<file path="src/rtl/disp_pkg.sv">
// Shared types and constants for the display arbiter slice.
package disp_pkg;

  typedef enum logic [1:0] {
    IDLE,
    OWN0,
    OWN1
  } disp_state_t;

  localparam logic [7:0] DISP_BLANK = 8'h00;

endpackage

</file>
<file path="src/rtl/dwell_timer.sv">
// Saturating dwell counter; expired stays high once the count reaches HOLD_CYCLES-1.
module dwell_timer
  import disp_pkg::*;
#(
  parameter int unsigned HOLD_CYCLES = 50_000_000,
  parameter int unsigned CW          = $clog2(HOLD_CYCLES)
) (
  input  logic CLK,
  input  logic rst,
  input  logic clear,
  output logic expired
);

  localparam logic [CW-1:0] CntMax = CW'(HOLD_CYCLES - 1);

  logic [CW-1:0] cnt_q;

  always_ff @(posedge CLK or posedge rst) begin
    if (rst) begin
      cnt_q <= '0;
    end else if (clear) begin
      cnt_q <= '0;
    end else if (cnt_q != CntMax) begin
      cnt_q <= cnt_q + CW'(1);
    end
  end

  assign expired = (cnt_q == CntMax);

endmodule

</file>
<file path="src/rtl/disp_arbiter.sv">
// Round-robin arbiter sharing the seven-segment driver between two requesters,
// holding each grant for at least HOLD_CYCLES cycles.
module disp_arbiter
  import disp_pkg::*;
#(
  parameter int unsigned HOLD_CYCLES = 50_000_000,
  parameter int unsigned CW          = $clog2(HOLD_CYCLES)
) (
  input  logic       CLK,
  input  logic       rst,
  input  logic       req0,
  input  logic [7:0] val0,
  input  logic       req1,
  input  logic [7:0] val1,
  output logic       gnt0,
  output logic       gnt1,
  output logic [7:0] num,
  output logic       idle
);

  disp_state_t state_q, state_d;
  logic [7:0]  num_q, num_d;
  logic        last_q, last_d;
  logic        clear;
  logic        expired;

  dwell_timer #(
    .HOLD_CYCLES (HOLD_CYCLES),
    .CW          (CW)
  ) u_dwell_timer (
    .CLK     (CLK),
    .rst     (rst),
    .clear   (clear),
    .expired (expired)
  );

  always_comb begin
    state_d = state_q;
    num_d   = num_q;
    last_d  = last_q;
    clear   = 1'b0;
    unique case (state_q)
      IDLE: begin
        clear = 1'b1;
        // On a tie the requester that was not granted last wins.
        if (req0 && (!req1 || last_q)) begin
          state_d = OWN0;
          num_d   = val0;
          last_d  = 1'b0;
        end else if (req1) begin
          state_d = OWN1;
          num_d   = val1;
          last_d  = 1'b1;
        end
      end
      OWN0: begin
        if (expired && req1) begin
          state_d = OWN1;
          num_d   = val1;
          last_d  = 1'b1;
          clear   = 1'b1;
        end else if (req0) begin
          num_d = val0;
        end else if (expired) begin
          state_d = IDLE;
        end
      end
      OWN1: begin
        if (expired && req0) begin
          state_d = OWN0;
          num_d   = val0;
          last_d  = 1'b0;
          clear   = 1'b1;
        end else if (req1) begin
          num_d = val1;
        end else if (expired) begin
          state_d = IDLE;
        end
      end
      default: state_d = IDLE;
    endcase
  end

  always_ff @(posedge CLK or posedge rst) begin
    if (rst) begin
      state_q <= IDLE;
      num_q   <= DISP_BLANK;
      last_q  <= 1'b1;
    end else begin
      state_q <= state_d;
      num_q   <= num_d;
      last_q  <= last_d;
    end
  end

  assign gnt0 = (state_q == OWN0);
  assign gnt1 = (state_q == OWN1);
  assign idle = (state_q == IDLE);
  assign num  = num_q;

endmodule

</file>
<file path="config.mk">
export PLATFORM = sky130hd
export DESIGN_NAME = disp_arbiter
export DESIGN_NICKNAME = d
export VERILOG_FILES = /design/src/rtl/disp_pkg.sv /design/src/rtl/dwell_timer.sv /design/src/rtl/disp_arbiter.sv
export SDC_FILE = /design/constraint.sdc
export NUM_CORES = 1
export LEC_CHECK = 0
export BUFFER_PORTS_ARGS = -buffer_cell sky130_fd_sc_hd__buf_2
export CORE_UTILIZATION = 40
export CTS_BUF_LIST = sky130_fd_sc_hd__clkbuf_8
export DETAILED_ROUTE_END_ITERATION = 6
export SLEW_MARGIN = 20
export SYNTH_ARGS = -nofsm -noshare
export SYNTH_HDL_FRONTEND = slang
export SYNTH_SLANG_ARGS = --single-unit
</file>
<file path="constraint.sdc">
create_clock -name CLK -period 2.25 [get_ports CLK]
set_clock_uncertainty 0.2 [all_clocks]
set_input_delay 0.225 -clock CLK [delete_from_list [all_inputs] [get_ports CLK]]
set_output_delay 0.225 -clock CLK [all_outputs]
set_load 0.005 [all_outputs]
</file>
; Word-level counts from Yosys, hierarchy flattened
; Cells that the tools add are included.
[word_totals]
ff_bits = 37
output_inout_bits = 11
[op_classes]
addsub = 1
mux = 24
n_reduce_logical = 11
eq_ne = 10
[ops]
columns = operator, n
row1 = two-way mux 26 bit, 2
row2 = two-way mux 8 bit, 5
row3 = "adder 26 x 1 -> 26 bit, second input constant", 1
row4 = "== test 26 bit, second input constant", 1
row5 = "!= test 26 bit, second input constant", 1
row6 = one-hot mux 8 bit (3 select lines), 1
row7 = two-way mux 2 bit, 7
row8 = "!= test 3 x 2 -> 1 bit, second input constant", 4
row9 = two-way mux 1 bit, 6
row10 = one-hot mux 1 bit (3 select lines), 2
row11 = one-hot mux 2 bit (3 select lines), 1
row12 = "!= test 2 x 1 -> 1 bit, second input constant", 2
row13 = AND reduction 4 bit, 1
row14 = logical AND 1 bit, 3
row15 = AND reduction 3 bit, 1
row16 = nonzero test 3 bit, 1
row17 = "== test 2 x 1 -> 1 bit, second input constant", 1
row18 = "== test 2 bit, second input constant", 1
row19 = zero test 2 bit, 1
row20 = AND reduction 2 bit, 1
row21 = nonzero test 2 bit, 1
row22 = zero test 1 bit, 1
row23 = logical OR 1 bit, 1

; Longest topological paths before layout
[depth]
ltp_word = 5
mapped_depth = 9

; By module
; From an unflattened synthesis, not the netlist that was laid out.
[hier_totals]
cells_unflattened = 267
hier_area_um2 = 2606.2
[modules_own_cells]
columns = mod, seq_area_each_um2, cells_per_inst, instances, area_per_inst_um2
row1 = dwell_timer, 650.6, 136, 1, 1398.8
row2 = disp_arbiter, 276.5, 131, 1, 1207.4

; Worst setup path after synthesis
; Ideal clock, no wire load.
[synth_timing]
kind = register to register
startpoint = register u_dwell_timer.cnt_q[0]
endpoint = register num_q[0] (netlist: num[0])
setup_slack_ns = 0.022
t_required_ns = 1.925
setup_time_ns = 0.125
period_less_slack_ns = 2.228
arrival_time_ns = 1.903
stages_incl_launch_ff = 9
cell_sequence = dfrtp_1 -> ha_1 -> and2_1 -> clkbuf_1 -> nand4_2 -> o21ai_1 -> o21ba_2 -> buf_2 -> mux2_2
[synth_via]
elab_chain_len = 4
[synth_lines]
columns = item, line
row1 = start: declaration, dwell_timer.sv:16  ; logic [CW-1:0] cnt_q;
row2 = start signal: assignment, dwell_timer.sv:24  ; cnt_q <= cnt_q + CW'(1);
row3 = == test 26 bit (*), dwell_timer.sv:28  ; assign expired = (cnt_q == CntMax);
row4 = "logical AND 1 bit, on equally long branches", "disp_arbiter.sv:69, disp_arbiter.sv:57"
row5 = "two-way mux 8 bit, or another cell as far along", disp_arbiter.sv:69  ; if (expired && req0) begin
row6 = one-hot mux 8 bit (3 select lines) / AND reduction 2 bit (equally long branches), --
row7 = end signal: assignment, disp_arbiter.sv:91  ; num_q <= num_d;
row8 = end: declaration, disp_arbiter.sv:22  ; logic [7:0] num_q, num_d;
; Mark *: on every way between the ends. The rest lies on a longest branch, timed or not.
; A chain may end at the register's enable or synchronous reset.

; Final worst setup path
[layout_timing]
startpoint = register u_dwell_timer.cnt_q[7]
endpoint = register u_dwell_timer.cnt_q[25]
[layout_via]
elab_chain_len = 5
[layout_lines]
columns = item
row1 = "parallel branches: the longest is 5 deep, another holds adder 26 x 1 -> 26 bit"
; Several ways; the timed one is not identified. The select of a mux whose other input is x is not followed.

==> results.sh <==
export IMPL_finalMaxSlewViolations=0
export IMPL_syn_num_nets=329
export IMPL_area_sequential_um2=927.1
export IMPL_vias_per_cell=6.088
export IMPL_cts_tree="done"
export IMPL_powerDensity_nw_per_um2=859.9
export IMPL_multi_input_area_um2=1658
export IMPL_clkPwrFrac_pct=17.0
export IMPL_violations="design-rule violations"
export IMPL_dp_hpwl_um=5028
export IMPL_finalHoldWorstSlack_ns=0.2764
export IMPL_grt_overflow=0
export IMPL_clk_path_buf_depth=2
export IMPL_drc=2
export IMPL_place_area_um2=3093
export IMPL_yosysWarningCount=0
export IMPL_numPortBuffers=30
export IMPL_die_h_um=83.91
export IMPL_synth_top_family_by_area="simple AND/OR/NAND/NOR gates"
export IMPL_async_reset_ff_share_pct=100.0
export IMPL_antenna_found_initial=0
export IMPL_synth_simple_area_share_pct=24.85
export IMPL_slowest_stage="or4_1"
export IMPL_synthFlopType="dfrtp_1"
export IMPL_synth_seq_cells=37
export IMPL_worst_path_buf_inv=1
export IMPL_final_setup_viol_count=0
export IMPL_syn_to_final_growth_pct=19.91
export IMPL_synth_avg_cell_area_um2=8.828
export IMPL_htreeDepth=2
export IMPL_drt_wl_total_um=7252
export IMPL_post_cts_buffers=0
export IMPL_path_delay_family="simple AND/OR/NAND/NOR gates"
export IMPL_fillers=594
export IMPL_synthAdderAreaFrac_pct=2.331
export IMPL_design_area_um2=3218
export IMPL_final_common_cell="dfrtp_1"
export IMPL_vias=2630
export IMPL_cts_buffers=5
export IMPL_synth_edff_count=0
export IMPL_wl_per_cell_um=16.79
export IMPL_crit_required_ns=2.28
export IMPL_start_util_pct=41.79
export IMPL_r2r_slack_ns=0.09
export IMPL_synthXorXnorAreaFrac_pct=4.242
export IMPL_internal_power_w=0.001702
export IMPL_switching_share_pct=38.49
export IMPL_tightest_slew_ns=0.5578
export IMPL_status="finished, violations left"
export IMPL_grt_pass1_wl_um=11940
export IMPL_ios=31
export IMPL_syn_area_um2=2684
export IMPL_highest_signal_layer="met4"
export IMPL_grt_max_degree=38
export IMPL_dieArea_um2=7041
export IMPL_fp_row_count=29
export IMPL_max_stage_delay_ns=0.52
export IMPL_diodes=0
export IMPL_drt_met1_wl_um=3226
export IMPL_relSlewSlack_pct=62.81
export IMPL_grt_pass1_vias=2455
export IMPL_detail_route_antenna_nets=0
export IMPL_clkTransAtPathRegs_ns=0.07
export IMPL_grt_usage_pct=21.16
export IMPL_routabilityCongestion=0.7958
export IMPL_final_hold_viol_count=0
export IMPL_ir_drop_v=0.0002803
export IMPL_wl_met3_um=437
export IMPL_synth_compound_area_share_pct=22.14
export IMPL_insertion_delay_ns=0.29
export IMPL_drtPass1Iterations=7
export IMPL_hold_path_class="input port to flip-flop"
export IMPL_start_kind="flip-flop"
export IMPL_final_cell_mix="dfrtp_1 (36), buf_4 (33), buf_2 (30), o21ai_0 (22), nor2_1 (21)"
export IMPL_core_um2=6422
export IMPL_nNetsFinal=380
export IMPL_layout_min_cycle_time_ns=2.164
export IMPL_max_freq_ghz=0.4621
export IMPL_die_w_um=83.91
export IMPL_end_kind="flip-flop"
export IMPL_root_buffer="clkbuf_8"
export IMPL_power_leakage_nw=1.316
export IMPL_synth_area_mux_share_pct=7.133
export IMPL_dr_first_iter_drc_count=155
export IMPL_worstSetupPathType="flip-flop to flip-flop"
export IMPL_yosysSeqAreaShare_pct=34.55
export IMPL_crit_path_cell_trace="buf_4 -> and4_1 -> nand3_1 -> or4_1 -> or3_1 -> a21oi_2"
export IMPL_cp_arrival_ns=2.19
export IMPL_ys_types=53
export IMPL_layout_drive_gt1_share_pct=26.48
export IMPL_switching_power_w=0.001065
export IMPL_period_share_pct=96.18
export IMPL_clock_sinks=37
export IMPL_wl_met2_um=3482
export IMPL_crit_fanout=7
export IMPL_syn_inst=304
export IMPL_seq_power_share_pct=32.9
export IMPL_cap_viol_max_count=0
export IMPL_combinationalPowerShare_pct=50.2
-- area by class of cell --
cell class                      instances  area share, %
Inverter                                6         0.6998
Multi-Input combinational cell        240          51.52
Sequential cell                        37          28.81
Timing Repair Buffer                   65          13.30
Clock buffer                            6          2.566
Tap cell                               77          2.994
Clock inverter                          1         0.1166
-- stage by stage --
step	setup TNS [ns]	worst slack [ns]	cells	utilization, %	power (W)
detailed placement	0	0.02770	424	48.16	0.002294
global route	-0.2266	-0.04775	432	50.11	0.002964
finish	0	0.08591	432	50.11	0.002767
CTS	0	0.008846	432	49.66	0.002769
global placement	0	0.03888	424	48.16	0.002256
floorplan	0	0.02236	304	-	0.001863
-- worst min-delay path: stages --
cell     delay [ns]
buf_2          0.14
nor2_1         0.11
nor2_1         0.04
nand3_1        0.08
mux2_1         0.13
-- cell usage after synthesis, types with 2 or more instances --
master	instances	area, um^2
nor3_1	3	15.01
o21ai_0	22	110.1
o41ai_1	2	17.52
nand3_1	19	95.09
nor2_1	21	78.83
dfrtp_1	36	900.9
buf_2	3	15.01
buf_4	4	30.03
o211ai_1	10	75.07
o31ai_1	3	22.52
a21oi_1	19	95.09
nand2_1	9	33.78
ha_1	5	62.56
or3_1	14	87.58
or4_1	4	30.03
and2_1	4	25.02
a41oi_1	8	70.07
clkbuf_1	11	41.29
nand4_1	9	56.30
nor4_1	3	18.77
and3_1	3	18.77
a22o_1	8	70.07
mux2_2	8	90.09
nor3_2	2	20.02
o32ai_1	2	17.52
o21ai_1	8	40.04
nor2b_1	10	62.56
and4_1	4	35.03
buf_1	2	7.510
mux2i_1	9	90.09
xnor2_1	6	52.55
xor2_1	7	61.31
inv_1	6	22.52
-- final timing paths --
| path | start | to | depth (start not counted) |
|---|---|---|---|
| setup / recovery | u_dwell_timer.cnt_q[7]$_DFFE_PP0P_ | u_dwell_timer.cnt_q[25]$_DFFE_PP0P_ | 6 |
| hold / removal | req0 | last_q$_DFFE_PP1P_ | 5 |
| setup reg to reg | u_dwell_timer.cnt_q[7]$_DFFE_PP0P_ | u_dwell_timer.cnt_q[25]$_DFFE_PP0P_ | 6 |
| hold reg to reg | num[3]$_DFFE_PP0P_ | num[3]$_DFFE_PP0P_ | 1 |
| max in group asynchronous | rst | last_q$_DFFE_PP1P_ | 4 |
| min in group asynchronous | rst | u_dwell_timer.cnt_q[15]$_DFFE_PP0P_ | 4 |
-- kinds of logic (layout without fill, tap and decap cells) --
family | Yosys count | in the layout
AO/OA/AOI/OAI | 90 | 90
multiplexers | 18 | 18
XOR/XNOR | 13 | 13
adder cells (fa/ha/maj) | 5 | 5
AND/OR/NAND/NOR | 114 | 114
flip-flops | 37 | 37
buffers and inverters | 27 | 78
-- power groups by stage --
| stage | combinational (W) | clock [W] | sequential [W] |
|---|---|---|---|
| floorplan | 0.000959 | 0 | 0.000904 |
| global placement | 0.00134 | 0 | 0.000912 |
| detailed placement | 0.00138 | 0 | 0.000916 |
| CTS | 0.00138 | 0.000481 | 0.000906 |
| global route | 0.00153 | 0.000504 | 0.000928 |
| finish | 0.00139 | 0.000470 | 0.000910 |
-- registers in the layout (all words and copies together), names as in the netlist --
register / cells
u_dwell_timer.cnt_q: 26
num: 8
state_q: 2
last_q: 1
-- routing by layer --
metal  vias to the layer above  track usage (%)
met1                      1266            27.37
met2                        91            35.47
met5                         -                0
met4                         0            7.680
met3                        17            3.561
li1                       1256                -
-- what timing repair did --
item                       4_1_cts  5_1_grt
resized for setup                0        8
hold endpoints to repair        36        0
hold buffers                     1        0
setup endpoints to repair        0       18
Power figures use the tool's default switching activity.
